File: config.mk
export PLATFORM = sky130hd
export DESIGN_NAME = priority_encoder_iter
export DESIGN_NICKNAME = d
export VERILOG_FILES = /design/src/rtl/priority_encoder_iter.sv
export SDC_FILE = /design/constraint.sdc
export NUM_CORES = 1
export LEC_CHECK = 0
export ABC_AREA = 1
export CAP_MARGIN = 20
export CORE_UTILIZATION = 38
export DETAILED_ROUTE_END_ITERATION = 8
export PLACE_DENSITY = 0.65
export SYNTH_ARGS = -nofsm -noshare
export SYNTH_HDL_FRONTEND = slang
export SYNTH_SLANG_ARGS = --single-unit
File: constraint.sdc
create_clock -name clock -period 3.13 [get_ports clock]
set_clock_uncertainty 0.2 [all_clocks]
set_input_delay 0.626 -clock clock [delete_from_list [all_inputs] [get_ports clock]]
set_output_delay 0.626 -clock clock [all_outputs]
set_load 0.05 [all_outputs]
File: src/rtl/priority_encoder_iter.sv
// Iterative priority encoder: captures a request vector and emits
// the index of every set bit, one per accepted beat.
module priority_encoder_iter #(
   parameter int N         = 8,
   parameter bit MSB_FIRST = 1'b1,
   parameter int LogN      = (N == 1) ? 0 : $clog2(N) - 1
) (
   input  logic          clock,
   input  logic          reset_n,
   input  logic          flush,
   input  logic          in_valid,
   output logic          in_ready,
   input  logic [N-1:0]  in_vector,
   output logic          in_empty,
   output logic          out_valid,
   input  logic          out_ready,
   output logic [LogN:0] out_index,
   output logic          out_last,
   output logic [LogN:0] out_count,
   output logic          busy
);

   typedef enum logic {IDLE, SCAN} state_t;

   state_t        state_q, state_d;
   logic [N-1:0]  rem_q, rem_d, pick;
   logic [LogN:0] idx, cnt_q, cnt_d;
   logic          empty_q, empty_d;
   logic          single;

   // Last matching bit in scan order wins, so the loop direction
   // selects which end of the vector has priority.
   always_comb begin
      idx  = '0;
      pick = '0;
      if (MSB_FIRST) begin
         for (int i = 0; i < N; i++) begin
            if (rem_q[i]) begin
               idx     = (LogN+1)'(i);
               pick    = '0;
               pick[i] = 1'b1;
            end
         end
      end else begin
         for (int i = N - 1; i >= 0; i--) begin
            if (rem_q[i]) begin
               idx     = (LogN+1)'(i);
               pick    = '0;
               pick[i] = 1'b1;
            end
         end
      end
   end

   assign single = (rem_q != '0) &&
                   ((rem_q & (rem_q - N'(1))) == '0);

   always_comb begin
      state_d = state_q;
      rem_d   = rem_q;
      cnt_d   = cnt_q;
      empty_d = 1'b0;
      if (flush) begin
         state_d = IDLE;
         rem_d   = '0;
         cnt_d   = '0;
      end else begin
         unique case (state_q)
            IDLE: begin
               if (in_valid) begin
                  if (in_vector != '0) begin
                     rem_d   = in_vector;
                     cnt_d   = '0;
                     state_d = SCAN;
                  end else begin
                     empty_d = 1'b1;
                  end
               end
            end
            SCAN: begin
               if (out_ready) begin
                  rem_d = rem_q & ~pick;
                  cnt_d = cnt_q + (LogN+1)'(1);
                  if (single) begin
                     state_d = IDLE;
                     cnt_d   = '0;
                  end
               end
            end
         endcase
      end
   end

   always_ff @(posedge clock or negedge reset_n) begin
      if (!reset_n) begin
         state_q <= IDLE;
         rem_q   <= '0;
         cnt_q   <= '0;
         empty_q <= 1'b0;
      end else begin
         state_q <= state_d;
         rem_q   <= rem_d;
         cnt_q   <= cnt_d;
         empty_q <= empty_d;
      end
   end

   assign busy      = (state_q == SCAN);
   assign out_valid = busy;
   assign in_ready  = ~busy;
   assign out_index = busy ? idx : '0;
   assign out_last  = busy & single;
   assign out_count = cnt_q;
   assign in_empty  = empty_q;

endmodule

* Yosys cells after proc, flatten, opt, wreduce, memory -nomap -nowiden *
Cells that the tools add are included.

cells by class
  muxes and demuxes = 37
  equal/unequal tests = 3
  add/sub/neg operators = 2
  reduce and logical (&&, ||, !) cells = 5
  bitwise logic cells = 5

operators by type and width
  cell                                                                     count
  8-bit two-way mux                                                        9
  3-bit two-way mux                                                        13
  8-bit AND                                                                2
  8-bit case mux with 2 select lines                                       1
  8-bit nonzero test                                                       2
  1-bit two-way mux                                                        11
  8-bit zero test                                                          1
  8-bit NOT                                                                1
  8-bit by 1-bit subtractor with 8-bit output, second input constant       1
  3-bit inequality test, second input constant                             2
  3-bit case mux with 2 select lines                                       1
  3-bit by 1-bit adder with 3-bit output, second input constant            1
  3-bit by 2-bit inequality test with 1-bit output, second input constant  1
  3-bit AND reduction                                                      1
  2-bit two-way mux                                                        1
  1-bit case mux with 2 select lines                                       1
  1-bit AND                                                                1
  1-bit logical AND                                                        1
  1-bit NOT                                                                1

storage, ports and cells
  word-level logic and storage cells = 56
  bits in registers = 13
  input port bits = 13
  output and inout port bits = 11

* Depth between registers and ports, before layout *
  depth in word-level cells = 13
  gate-level depth with buffers = 9
  depth with buffers taken out = 9

* Worst setup path after synthesis *
OpenSTA, ideal clock, no wires.

  path kind = register to output
  from = register state_q, in the netlist busy
  to = output out_index[0]
  required time = 2304 ps
  arrival time = 1840 ps
  cell stages (with the launch flop) = 3
  buffers on the path = 0
  setup slack = 464 ps
  path through = dfrtp_1 inv_2 o22ai_1

on the way
  word-level cells in the longest chain between the ends = 1

RTL lines
  item                    RTL line  text
  start, declared         25        state_t state_q, state_d;
  start signal, assigned  101       state_q <= state_d;
  3-bit two-way mux       111       assign out_index = busy ? idx : '0;
  end, declared           17        output logic [LogN:0] out_index,

No other way between the ends.

* Final worst setup path *
  from = register rem_q[1]
  to = output out_index[0]

on the way
  word-level cells in the longest chain between the ends = 8

RTL lines
  item                            RTL line  text
  start, declared                 26        logic [N-1:0] rem_q, rem_d, pick;
  start signal, assigned          102       rem_q <= rem_d;
  1-bit two-way mux               38        if (rem_q[i]) begin
  3-bit two-way mux (6 in a row)  38
  3-bit two-way mux               111

No other way between the ends.

==> flow_summary_export.csv <==
group,metric,value,unit
synth,synth-edff-count,0,
floorplanning,die_area,2670,µm²
timing,max_slew_margin,58.7,%
clock_network,htree_num_levels,1,
floorplanning,dieHeight,51.7,µm
setup_path,required,2.30,ns
synth,ys_types,23,
synth,synthesis.nets,161,
layout,final_cell_mix,"nand2_1 (53), clkdlybuf4s50_1 (22), inv_1 (20)",
layout,area_delta_synth_final,29.6,%
pwr,pwr-share-clk,20.5,%
setup_path,worstPathMaxFanout,5,
setup_path,timing.reg2reg.setup_slack,1.33,ns
pwr,power.switching,0.211,mW
synth,async_flop_share,100,%
timing,fin_setup_tns,0,ns
routing,wl_per_cell,11.8,µm
layout,nNetsFinal,187,
setup_path,worstPathCellList,"inv_1 -> o21ai_0 -> a21oi_1 -> o22ai_1 -> clkdlybuf4s50_1",
synth,synthFlopType,"dfrtp_1",
layout,diodes,0,
routing,via_per_inst,4.88,
setup_path,slowest_delay,0.82,ns
setup_path,slowest_stage,"clkdlybuf4s50_1",
layout,post_route_cells_drive_above_1_share,8.14,%
pwr,combPwrFrac,40.7,%
grt,grt_pass1_vias,914,
flow_run,cap_violations,0,
pwr,seqPwrFrac,38.8,%
setup_path,arrival,2.05,ns
grt,grt_start_max_net_pins,15,
synth,synth-seq-area-share,34.7,%
timing,layout_setup_ws,0.258,ns
floorplanning,fp.dieW,51.7,µm
synth,synth-warning-count,0,
grt,grt_usage,20.3,%
clock_network,cts_sinks,13,
grt,grt_overflow,0,
clock_network,cts_tree,"built",
min_path,worstHoldStart,"out_count[1]",
setup_path,critPathLaunch,"rem_q[1]",
clock_network,root_buffer,"clkbuf_4",
routing,vias,976,
timing,min_period,2.87,ns
synth,syn_area,938,µm²
grt,grt_pass1_wl,3970,µm
place,gp_congestion,0.881,
setup_path,rr_startpoint,"busy",
floorplanning,coreArea,2280,µm²
place,post-dp-hpwl,1800,µm
synth,synth_seq_cells,13,
clock_network,clockBufferDepth,2,
layout,num-fill-cells,227,
pwr,p_leak,0.650,nW
timing,min_period_over_period,91.8,%
place,port_buffers,23,
place,preCtsSetupSlack,0.368,ns
synth,syn_avg_cell_area,6.38,µm²
routing,wl,2360,µm
routing,ant_nets,0,
routing,drt_iter0_markers,23,
status,outcome,"completed",
floorplanning,ioPinCount,24,
clock_network,clk_latency,0.27,ns
timing,drv_slew,0,
pwr,ir_drop,0.305,mV
routing,drcViolationCount,0,
setup_path,worst_setup_path_start_kind,"register",
timing,rsz0062_at_grt,"false",
floorplanning,rows,17,
setup_path,crit_path_end_kind,"primary output",
setup_path,critical_path_class,"register to primary output",
clock_network,path_clk_slew,0.08,ns
pwr,p_int,0.303,mW
synth,postSynthCellCount,147,
timing,max_freq,0.348,GHz
min_path,hold_path_class,"register to register",
timing,setup_viol,0,
layout,final_common_cell,"nand2_1",
pwr,power_density,422,nW/µm²
clock_network,numCtsBuffers,3,
floorplanning,initial_core_util,41.2,%
routing,dr.pass1.iters,4,
grt,antenna_found_initial,0,
pwr,swShare,41.1,%
timing,tightest_slew,0.617,ns
timing,finalHoldViolCount,0,
-- cells in the mapped netlist, types with 2 or more instances --
cell	count	share of area [%]
nor3_1	3	1.6
nand2_1	53	21
nor2_2	2	1.3
inv_2	2	0.80
dfrtp_1	13	35
nor2_1	17	6.8
o21ai_0	7	3.7
nand2_2	2	1.3
a21oi_1	3	1.6
nor2_4	2	2.4
o21ai_1	2	1.1
nand3_1	10	5.3
inv_1	20	8.0
o22ai_1	2	1.3
-- critical path, delay by kind of cell, from the launching register on --
family	cells	cell delay, ns
buf+inv	2	0.90
compound gates	3	0.43
flops	1	0.45
-- cell type report --
cell class	instances	area, µm²	area share [%]
Tap cell	28	35.0	2.88
Clock buffer	4	26.3	2.16
Inverter	22	82.6	6.79
Sequential cell	13	325	26.7
Timing Repair Buffer	24	240	19.8
Multi-Input combinational cell	109	507	41.7
-- final timing paths --
path | cells after the start | to
max in group asynchronous | 1 | rem_q[3]
max | 5 | out_index[0]
max reg2reg | 7 | rem_q[2]
min in group asynchronous | 1 | in_empty
min reg2reg | 2 | out_count[1]
min | 2 | out_count[1]
-- power groups by stage --
stage,logic [mW],registers (mW),clock network (mW)
after floorplan,0.136,0.208,0
after global placement,0.208,0.201,0
after detailed placement,0.209,0.202,0
after CTS,0.210,0.199,0.107
after global routing,0.231,0.201,0.115
final,0.209,0.199,0.105
-- sequential cells by signal, summed over array words and instances (netlist names) --
signal     count
busy           1
out_count      3
rem_q          8
in_empty       1
-- per-stage QoR --
step | cell area (µm²) | util [%] | std cells | power [mW] | hold WS, ns
2_1_floorplan | 938 | - | 147 | 0.344 | 0.130
3_3_place_gp | 1190 | 52.2 | 196 | 0.409 | 0.296
3_5_place_dp | 1190 | 52.2 | 196 | 0.411 | 0.310
4_1_cts | 1210 | 53.3 | 200 | 0.516 | 0.330
5_1_grt | 1220 | 53.4 | 200 | 0.548 | 0.354
6_report | 1220 | 53.4 | 200 | 0.514 | 0.326
-- cells by family (layout without fill, tap and decap cells) --
logic type,Yosys count,after routing,synth area share (%)
AO/OA/AOI/OAI,15,15,8.53
AND/OR/NAND/NOR,92,92,43.2
flip-flops,13,13,34.7
buffers and inverters,25,50,11.3
adder cells (fa/ha/maj),1,1,1.33
XOR/XNOR,1,1,0.934
-- metal layers --
layer | wire length [µm] | track usage [%] | share of wire (%) | up-vias
met3 | 173 | 2.63 | 7.3 | 2
met2 | 1070 | 30.5 | 45 | 37
met4 | 15 | 9.46 | 0.64 | 0
met5 | 0 | 0 | 0 | -
met1 | 1100 | 28.8 | 47 | 432
li1 | - | - | - | 505
-- what timing repair did --
action,in CTS,in global routing
resized for setup,0,1
endpoints found under the hold margin,0,0
setup endpoints to repair,0,1
setup buffers,0,0
hold buffers,0,0
No activity file was read; power rests on OpenSTA's default activity.
